==> config.mk <==
export PLATFORM = sky130hd
export DESIGN_NAME = freq_capture_array
export DESIGN_NICKNAME = d
export VERILOG_FILES = /design/src/rtl/freq_meas_pkg.sv /design/src/rtl/freq_capture_channel.sv /design/src/rtl/freq_capture_array.sv
export SDC_FILE = /design/constraint.sdc
export NUM_CORES = 1
export LEC_CHECK = 0
export ABC_AREA = 1
export CAP_MARGIN = 20
export CORE_ASPECT_RATIO = 1.75
export CORE_UTILIZATION = 45
export DETAILED_ROUTE_END_ITERATION = 7
export GPL_TIMING_DRIVEN = 0
export HOLD_SLACK_MARGIN = 0.1
export PLACE_DENSITY = 0.65
export SYNTH_ARGS = -nofsm -noshare
export SYNTH_HDL_FRONTEND = slang
export SYNTH_SLANG_ARGS = --single-unit
export TNS_END_PERCENT = 10
==> constraint.sdc <==
create_clock -name CLK -period 21.4 [get_ports CLK]
set_input_delay 3.21 -clock CLK [delete_from_list [all_inputs] [get_ports CLK]]
set_output_delay 3.21 -clock CLK [all_outputs]
set_load 0.02 [all_outputs]
==> src/rtl/freq_meas_pkg.sv <==
// Shared types and helpers for the pulse timing channels.
package freq_meas_pkg;

  typedef enum logic {ARMED = 1'b0, RUN = 1'b1} state_t;

  localparam int SAT_W = 32;

  // Returns {overflow, min(a+b, max_val)}; callers zero-extend narrower operands.
  function automatic logic [SAT_W:0] sat_add(input logic [SAT_W-1:0] a,
                                             input logic [SAT_W-1:0] b,
                                             input logic [SAT_W-1:0] max_val);
    logic [SAT_W:0] s;
    s = {1'b0, a} + {1'b0, b};
    if (s > {1'b0, max_val}) return {1'b1, max_val};
    return {1'b0, s[SAT_W-1:0]};
  endfunction

endpackage

==> src/rtl/freq_capture_channel.sv <==
// One pulse channel: 2-flop synchroniser plus edge flop, high/low timing FSM,
// timeout handling and block averager of the measured period.
module freq_capture_channel
  import freq_meas_pkg::*;
#(
  parameter int COUNTER_BITS = 15,
  parameter int AVG_LOG2     = 2
) (
  input  logic                    clk,
  input  logic                    rst,
  input  logic                    enable,
  input  logic                    freq_in,
  output logic [COUNTER_BITS-1:0] time_high,
  output logic [COUNTER_BITS-1:0] time_low,
  output logic [COUNTER_BITS-1:0] period,
  output logic [COUNTER_BITS-1:0] period_avg,
  output logic                    meas_valid,
  output logic                    avg_valid,
  output logic                    overflow
);

  localparam logic [COUNTER_BITS-1:0] MAX = '1;
  localparam int ACC_W = COUNTER_BITS + AVG_LOG2;
  localparam int CNT_W = (AVG_LOG2 > 0) ? AVG_LOG2 : 1;
  localparam logic [CNT_W-1:0] CNT_LAST = CNT_W'((1 << AVG_LOG2) - 1);

  logic                    s1, s2, s3;
  logic                    rise, level;
  state_t                  state;
  logic [COUNTER_BITS-1:0] hi_cnt, lo_cnt;
  logic [ACC_W-1:0]        acc, avg_sum;
  logic [CNT_W-1:0]        avg_cnt;
  logic [SAT_W:0]          sum_sat;
  logic [COUNTER_BITS-1:0] meas_per;
  logic                    meas_ovf, blk_last;

  assign rise  = s2 & ~s3;
  assign level = s2;

  // Upper bits of the saturated sum are zero whenever the flag is clear.
  assign sum_sat  = sat_add(SAT_W'(hi_cnt), SAT_W'(lo_cnt), SAT_W'(MAX));
  assign meas_ovf = sum_sat[SAT_W] | (|sum_sat[SAT_W-1:COUNTER_BITS]);
  assign meas_per = sum_sat[COUNTER_BITS-1:0];
  assign avg_sum  = acc + ACC_W'(meas_per);
  assign blk_last = (avg_cnt == CNT_LAST);

  always_ff @(posedge clk or posedge rst) begin
    if (rst) begin
      s1         <= 1'b0;
      s2         <= 1'b0;
      s3         <= 1'b0;
      state      <= ARMED;
      hi_cnt     <= '0;
      lo_cnt     <= '0;
      acc        <= '0;
      avg_cnt    <= '0;
      time_high  <= '0;
      time_low   <= '0;
      period     <= '0;
      period_avg <= '0;
      meas_valid <= 1'b0;
      avg_valid  <= 1'b0;
      overflow   <= 1'b0;
    end else begin
      s1         <= freq_in;
      s2         <= s1;
      s3         <= s2;
      meas_valid <= 1'b0;
      avg_valid  <= 1'b0;
      if (!enable) begin
        state   <= ARMED;
        hi_cnt  <= '0;
        lo_cnt  <= '0;
        acc     <= '0;
        avg_cnt <= '0;
      end else begin
        unique case (state)
          ARMED: begin
            lo_cnt <= '0;
            if (rise) begin
              hi_cnt <= COUNTER_BITS'(1);
              state  <= RUN;
            end else begin
              hi_cnt <= '0;
            end
          end
          RUN: begin
            if (rise) begin
              time_high  <= hi_cnt;
              time_low   <= lo_cnt;
              period     <= meas_per;
              overflow   <= meas_ovf;
              meas_valid <= 1'b1;
              hi_cnt     <= COUNTER_BITS'(1);
              lo_cnt     <= '0;
              if (meas_ovf) begin
                acc     <= '0;
                avg_cnt <= '0;
              end else if (blk_last) begin
                period_avg <= COUNTER_BITS'(avg_sum >> AVG_LOG2);
                avg_valid  <= 1'b1;
                acc        <= '0;
                avg_cnt    <= '0;
              end else begin
                acc     <= avg_sum;
                avg_cnt <= avg_cnt + CNT_W'(1);
              end
            end else if (hi_cnt == MAX || lo_cnt == MAX) begin
              // DC or too-slow input: report saturation and wait for a fresh edge.
              time_high  <= MAX;
              time_low   <= MAX;
              period     <= MAX;
              overflow   <= 1'b1;
              meas_valid <= 1'b1;
              hi_cnt     <= '0;
              lo_cnt     <= '0;
              acc        <= '0;
              avg_cnt    <= '0;
              state      <= ARMED;
            end else if (level) begin
              hi_cnt <= hi_cnt + COUNTER_BITS'(1);
            end else begin
              lo_cnt <= lo_cnt + COUNTER_BITS'(1);
            end
          end
          default: state <= ARMED;
        endcase
      end
    end
  end

endmodule

==> src/rtl/freq_capture_array.sv <==
// Array of independent pulse timing channels; channel i owns bus slice
// [i*COUNTER_BITS +: COUNTER_BITS] of every result bus.
module freq_capture_array
  import freq_meas_pkg::*;
#(
  parameter int CHANNELS     = 4,
  parameter int COUNTER_BITS = 15,
  parameter int AVG_LOG2     = 2
) (
  input  logic                             CLK,
  input  logic                             RST,
  input  logic [CHANNELS-1:0]              ENABLE,
  input  logic [CHANNELS-1:0]              FREQ_IN,
  output logic [CHANNELS*COUNTER_BITS-1:0] TIME_HIGH,
  output logic [CHANNELS*COUNTER_BITS-1:0] TIME_LOW,
  output logic [CHANNELS*COUNTER_BITS-1:0] PERIOD,
  output logic [CHANNELS*COUNTER_BITS-1:0] PERIOD_AVG,
  output logic [CHANNELS-1:0]              MEAS_VALID,
  output logic [CHANNELS-1:0]              AVG_VALID,
  output logic [CHANNELS-1:0]              OVERFLOW
);

  for (genvar i = 0; i < CHANNELS; i++) begin : g_ch
    freq_capture_channel #(
      .COUNTER_BITS(COUNTER_BITS),
      .AVG_LOG2    (AVG_LOG2)
    ) u_ch (
      .clk       (CLK),
      .rst       (RST),
      .enable    (ENABLE[i]),
      .freq_in   (FREQ_IN[i]),
      .time_high (TIME_HIGH [i*COUNTER_BITS +: COUNTER_BITS]),
      .time_low  (TIME_LOW  [i*COUNTER_BITS +: COUNTER_BITS]),
      .period    (PERIOD    [i*COUNTER_BITS +: COUNTER_BITS]),
      .period_avg(PERIOD_AVG[i*COUNTER_BITS +: COUNTER_BITS]),
      .meas_valid(MEAS_VALID[i]),
      .avg_valid (AVG_VALID[i]),
      .overflow  (OVERFLOW[i])
    );
  end

endmodule
Word-level counts from Yosys, hierarchy flattened. Cells that the tools add are included.

Input bits: 10. Output and inout port bits: 252. Register bits: 464. Word-level logic and storage cells: 340.

Eq/ne operators: 28. $lt $le $gt $ge: 4. Bitwise logic cells: 20. Reduce and logical (&&, ||, !) cells: 24. Add/sub/neg operators: 20. Muxes and demuxes: 184.

Operators by type and width (number): 15-bit 2-to-1 mux (48); 17-bit 2-to-1 mux (24); 33-bit 2-to-1 mux (8); 15-bit case mux with 2 select lines (8); 33-bit by 15-bit > comparator with 1-bit output (second input constant) (4); 15-bit by 1-bit adder with 15-bit output (second input constant) (8); 15-bit equality test (second input constant) (8); 17-bit by 15-bit adder with 17-bit output (4); 1-bit 2-to-1 mux (68); 17-bit OR reduction (4); 15-bit by 15-bit adder with 16-bit output (4); 2-bit 2-to-1 mux (24); 5-bit by 3-bit != test with 1-bit output (second input constant) (4); 5-bit != test (second input constant) (4); 5-bit AND reduction (4); 3-bit by 1-bit != test with 1-bit output (second input constant) (4); 1-bit NOT (12); 3-bit AND reduction (4); 2-bit by 1-bit adder with 2-bit output (second input constant) (4); 2-bit equality test (second input constant) (4); 2-bit by 1-bit != test with 1-bit output (second input constant) (4); 1-bit case mux with 2 select lines (4); 2-bit AND reduction (4); 2-bit nonzero test (4); other kinds (3) (12).

Longest topological paths before layout.
Word-level depth: 10. Depth in mapped cells: 24. Depth with buffers taken out: 22.

Hierarchy. From an unflattened synthesis, not the netlist that was laid out.

Cell total of the unflattened synthesis: 3940. Area total of the unflattened synthesis: 28225.8 um^2.

By module, submodules not included: freq_capture_channel (g_ch[1].u_ch ...) (cells each 983, seq. area each 2902.8 um^2, times used 2, area an instance 7110.6 um^2); freq_capture_channel (g_ch[3].u_ch) (cells each 993, seq. area each 2902.8 um^2, times used 1, area an instance 7014.2 um^2); freq_capture_channel (g_ch[0].u_ch) (cells each 981, seq. area each 2902.8 um^2, times used 1, area an instance 6990.5 um^2).

Worst setup path after synthesis. Ideal clock, no wire load.

Path type: input to register. Start point: input ENABLE[3]. End point: register g_ch[3].u_ch.period_avg[7]. Library setup time: 116 ps. Stages: 9. Buffers on the path: 2. Setup slack: 16849 ps. Data arrival time: 4434 ps. Data required time: 21284 ps. Path through: clkbuf_1 > nand2_1 > nor2_1 > nand2_1 > nor2_4 > inv_2 > buf_2 > nand2_1 > nand2_1.

Word-level cells in the longest chain between the ends: 1.

Ends and longest elaborated chain: start: declaration (RTL line freq_capture_array.sv:12) `input logic [CHANNELS-1:0] ENABLE,`; 5-bit AND reduction (no source line); end signal: assignment (RTL line freq_capture_channel.sv:100) `period_avg <= COUNTER_BITS'(avg_sum >> AVG_LOG2);`; end: declaration (RTL line freq_capture_channel.sv:16) `output logic [COUNTER_BITS-1:0] period_avg,`.

No other way between the ends. A chain may end at the register's enable or synchronous reset.

Final worst setup path.
Start point: register g_ch[1].u_ch.time_high[12]. End point: output TIME_HIGH[27].

RTL lines: start: declaration (RTL line freq_capture_channel.sv:13) `output logic [COUNTER_BITS-1:0] time_high,`; start signal: assignment (RTL line freq_capture_channel.sv:89) `time_high <= hi_cnt;`; end: declaration (RTL line freq_capture_array.sv:14) `output logic [CHANNELS*COUNTER_BITS-1:0] TIME_HIGH,`.

No word-level cell between the ends.

==> summary.txt <==
Timing
  • Worst-Margin Slew: 0.736 ns
  • Period utilisation layout: 23.0%
  • Setup tns final: 0 ns
  • Final-report setup violation count: 0
  • Hold Fails Final Rpt: 0
  • Pins Over Slew Limit: 0
  • Rel. slew slack: 50.9%
  • RSZ-0062 raised after global routing: no
  • Hold slack: 0.349 ns
  • Max Freq: 0.203 GHz
  • Period minus WS final: 4.92 ns
  • Clock Skew: 0.0365 ns

Placed design
  • Dpl cell area: 32000 um2
  • Hpwl dp: 69.1 mm
  • Placer Congestion: 0.992
  • Buffers added on ports: 258

Yosys
  • Adder-cell share of the synthesized area: 6.50%
  • Area of the mapped netlist: 28300 um2
  • Library cells used by synthesis: 45
  • Largest family of logic cells by synthesized area: simple AND/OR/NAND/NOR gates
  • Async S/R FF share, synth: 100%
  • Top cells by area, synth: dfrtp_1 (41%), nand2_1 (18%), nor2_1 (7.4%)
  • Mux cell area share after synthesis: 0%
  • Avg Inst Size Synth: 7.06 um2
  • Sequential-to-total area share from yosys stat: 41.1%
  • Main synth FF type: dfrtp_1
  • EDFF count, synth: 0
  • Area share of the largest cell type after synthesis: 41.1%
  • Cells after Synth: 4002
  • Leading area contributor after synthesis: dfrtp_1
  • Syn nets: 4154
  • Syn. warnings: 0
  • Post-Synth Simple-Gate Area: 35.0%
  • Synth Register Bits: 464
  • XOR/XNOR Fraction of Synth Area: 2.20%
  • Complex-gate fraction of the synthesized area: 6.39%

Finish
  • Nets: 4465
  • Fillers: 6163
  • Most frequent cells in the layout: nand2_1 (1320), nor2_1 (558), inv_1 (491)
  • Syn-to-layout area delta: 19.1%
  • Layout cells sized above 1: 5.17%
  • Finished Cell Area: 33700 um2
  • ANT cells: 0
  • Commonest non-fill, non-tap cell in the layout: nand2_1

Job
  • Max_cap viols: 0

Clock network
  • Clock sink count: 464
  • Cts repair resizes: 0
  • H-Tree Depth: 2
  • CTS root buf: clkbuf_16
  • TritonCTS clock tree: built
  • CTS clk-pin slew, worst paths: 0.07 ns
  • CTS hold repair buffers: 0
  • Clk buf depth: 3
  • Post-CTS setup buffer count: 0
  • CTS Buf Count: 47
  • Worst-skew pair later-pin latency: 0.62 ns

Critical path
  • CP Class: reg2out
  • Critical path capture point type: primary output
  • R2R setup slack: 17.26 ns
  • Ordered cell list for the critical path: clkdlybuf4s50_1
  • FF-to-FF path depth: 16
  • Worst setup SP type: flop
  • Worst reg2reg path endpoint: g_ch[1].u_ch.acc[9]
  • Critical Path Fanout Max: 2
  • Critical path required time: 18.19 ns
  • Cell class contributing the biggest share of worst-path delay: buffers and inverters
  • Critical path arrival: 1.71 ns
  • Crit-path slowest cell: clkdlybuf4s50_1
  • Worst path max stage delay: 0.74 ns
  • Buf+Inv Stages, Crit Path: 1
  • Reg-to-Reg Start: g_ch[1].u_ch.hi_cnt[12]

Route
  • Drt wl/cell: 17.1 um
  • Via density: 5.10
  • Detail Route Antenna Nets: 0
  • # DRC: 0
  • Via count: 26300
  • 1st-pass router iterations: 6
  • Total wire length: 88.1 mm
  • DRT iter0 DRCs: 1349

Run status
  • Status: complete, no violations

Pwr
  • PwrDens: 73.1 nW/um2
  • IR drop worst, VDD: 71.9 uV
  • Leakage: 18.0 nW

Hold path
  • Hold Crit Start: g_ch[0].u_ch.s1
  • Hold Crit Class: reg2reg
  • Hold EP: g_ch[0].u_ch.level
  • Hold Path Depth: 0

Global routing
  • Gr ovfl total: 0
  • Gr usage total: 27.9%
  • Largest net degree at the start of global routing: 124
  • Number of global-route vias before repair: 26300
  • Initial antenna violation count: 0
  • First-pass GRT wire length: 139 mm

Die
  • Cell row count: 121
  • Core Footprint: 62100 um2
  • Initial Util: 45.5%
  • Die footprint: 63800 um2
  • Horiz. Die Dim: 191 um
  • Height of the die: 333 um
  • # IOs: 262
-- synthesized netlist by cell type, types with 2 or more instances --
library cell / number
a21o_1: 4
a21oi_1: 176
a21oi_2: 3
a22oi_1: 25
and2_1: 15
buf_1: 3
buf_2: 45
buf_4: 27
buf_6: 5
clkbuf_1: 23
clkinv_1: 2
dfrtp_1: 464
fa_1: 8
ha_1: 134
inv_1: 492
inv_2: 13
nand2_1: 1320
nand2_2: 10
nand2_4: 4
nand3_1: 308
nand3_2: 4
nand3b_1: 20
nand4_1: 69
nor2_1: 558
nor2_2: 10
nor2_4: 10
nor3_1: 36
nor4_1: 5
o211ai_1: 4
o21ai_0: 113
o21bai_1: 2
o22ai_1: 4
or2_2: 5
xnor2_1: 26
xor2_1: 45
-- kinds of logic after synthesis --
| family | count (synthesis) |
|---|---|
| simple gates | 2379 |
| flops | 464 |
| xor+xnor | 71 |
| compound gates | 336 |
| fa+ha+maj | 142 |
| buf+inv | 610 |
-- where the power goes --
group	internal, mW	switching [mW]
Sequential	0.976	0.0675
Combinational	0.220	0.272
Clock	0.542	0.382
-- worst register-to-register path, delay by kind of cell (launching register included) --
kind | cells | cell delay (ns)
AOI/OAI and AO/OA | 4 | 1.30
adders and majority gates | 2 | 0.76
buffers and inverters | 3 | 0.67
and+or+nand+nor | 6 | 0.67
DFF | 1 | 0.46
xor gates and xnor gates | 1 | 0.24
-- how the worst max path moves through the flow --
stage,startpoint,end,depth (start not counted)
2_1_floorplan,RST,g_ch[0].u_ch.acc[0],1
3_3_place_gp,RST,g_ch[3].u_ch.time_high[3],2
3_5_place_dp,RST,g_ch[0].u_ch.s1,5
4_1_cts,g_ch[0].u_ch.period_avg[3],PERIOD_AVG[3],1
5_1_grt,RST,g_ch[0].u_ch.time_high[5],5
6_report,g_ch[1].u_ch.time_high[12],TIME_HIGH[27],1
-- registers in the layout (all words and copies together), names as in the netlist, 8 cells and up --
signal / count
g_ch.u_ch.acc: 68
g_ch.u_ch.time_high: 60
g_ch.u_ch.period: 60
g_ch.u_ch.avg_cnt: 8
g_ch.u_ch.hi_cnt: 60
g_ch.u_ch.period_avg: 60
g_ch.u_ch.time_low: 60
g_ch.u_ch.lo_cnt: 60
-- metal layers --
| layer | vias up | GRT usage (%) | part of all wire, % |
|---|---|---|---|
| li1 | 13300 | - | - |
| met1 | 12100 | 28.0 | 36 |
| met2 | 674 | 52.1 | 52 |
| met3 | 250 | 5.25 | 5.0 |
| met4 | 0 | 17.2 | 6.6 |
| met5 | - | 0 | 0 |
-- cell type report --
type / count / area [um2] / area share, %
multi-input cells: 2928 / 14200 / 42.1
well taps: 799 / 1000 / 2.97
inverters: 507 / 1910 / 5.68
plain buffers: 103 / 582 / 1.73
repair buffers: 262 / 2690 / 8.00
clock inverters: 26 / 398 / 1.18
flip-flops and latches: 464 / 11600 / 34.5
clock buffers: 62 / 1300 / 3.87
-- stage by stage --
stage          power, mW  instances  setup slack, ns  util (%)
3_3_place_gp        1.55       5059            -1.04      51.3
6_report            2.46       5151            16.48      54.2
3_5_place_dp        1.55       5063            15.86      51.5
2_1_floorplan       1.29       4002             5.25         -
5_1_grt             2.57       5151            16.31      54.2
4_1_cts             2.49       5151            16.42      54.2
(Power assumes the default switching activity.)
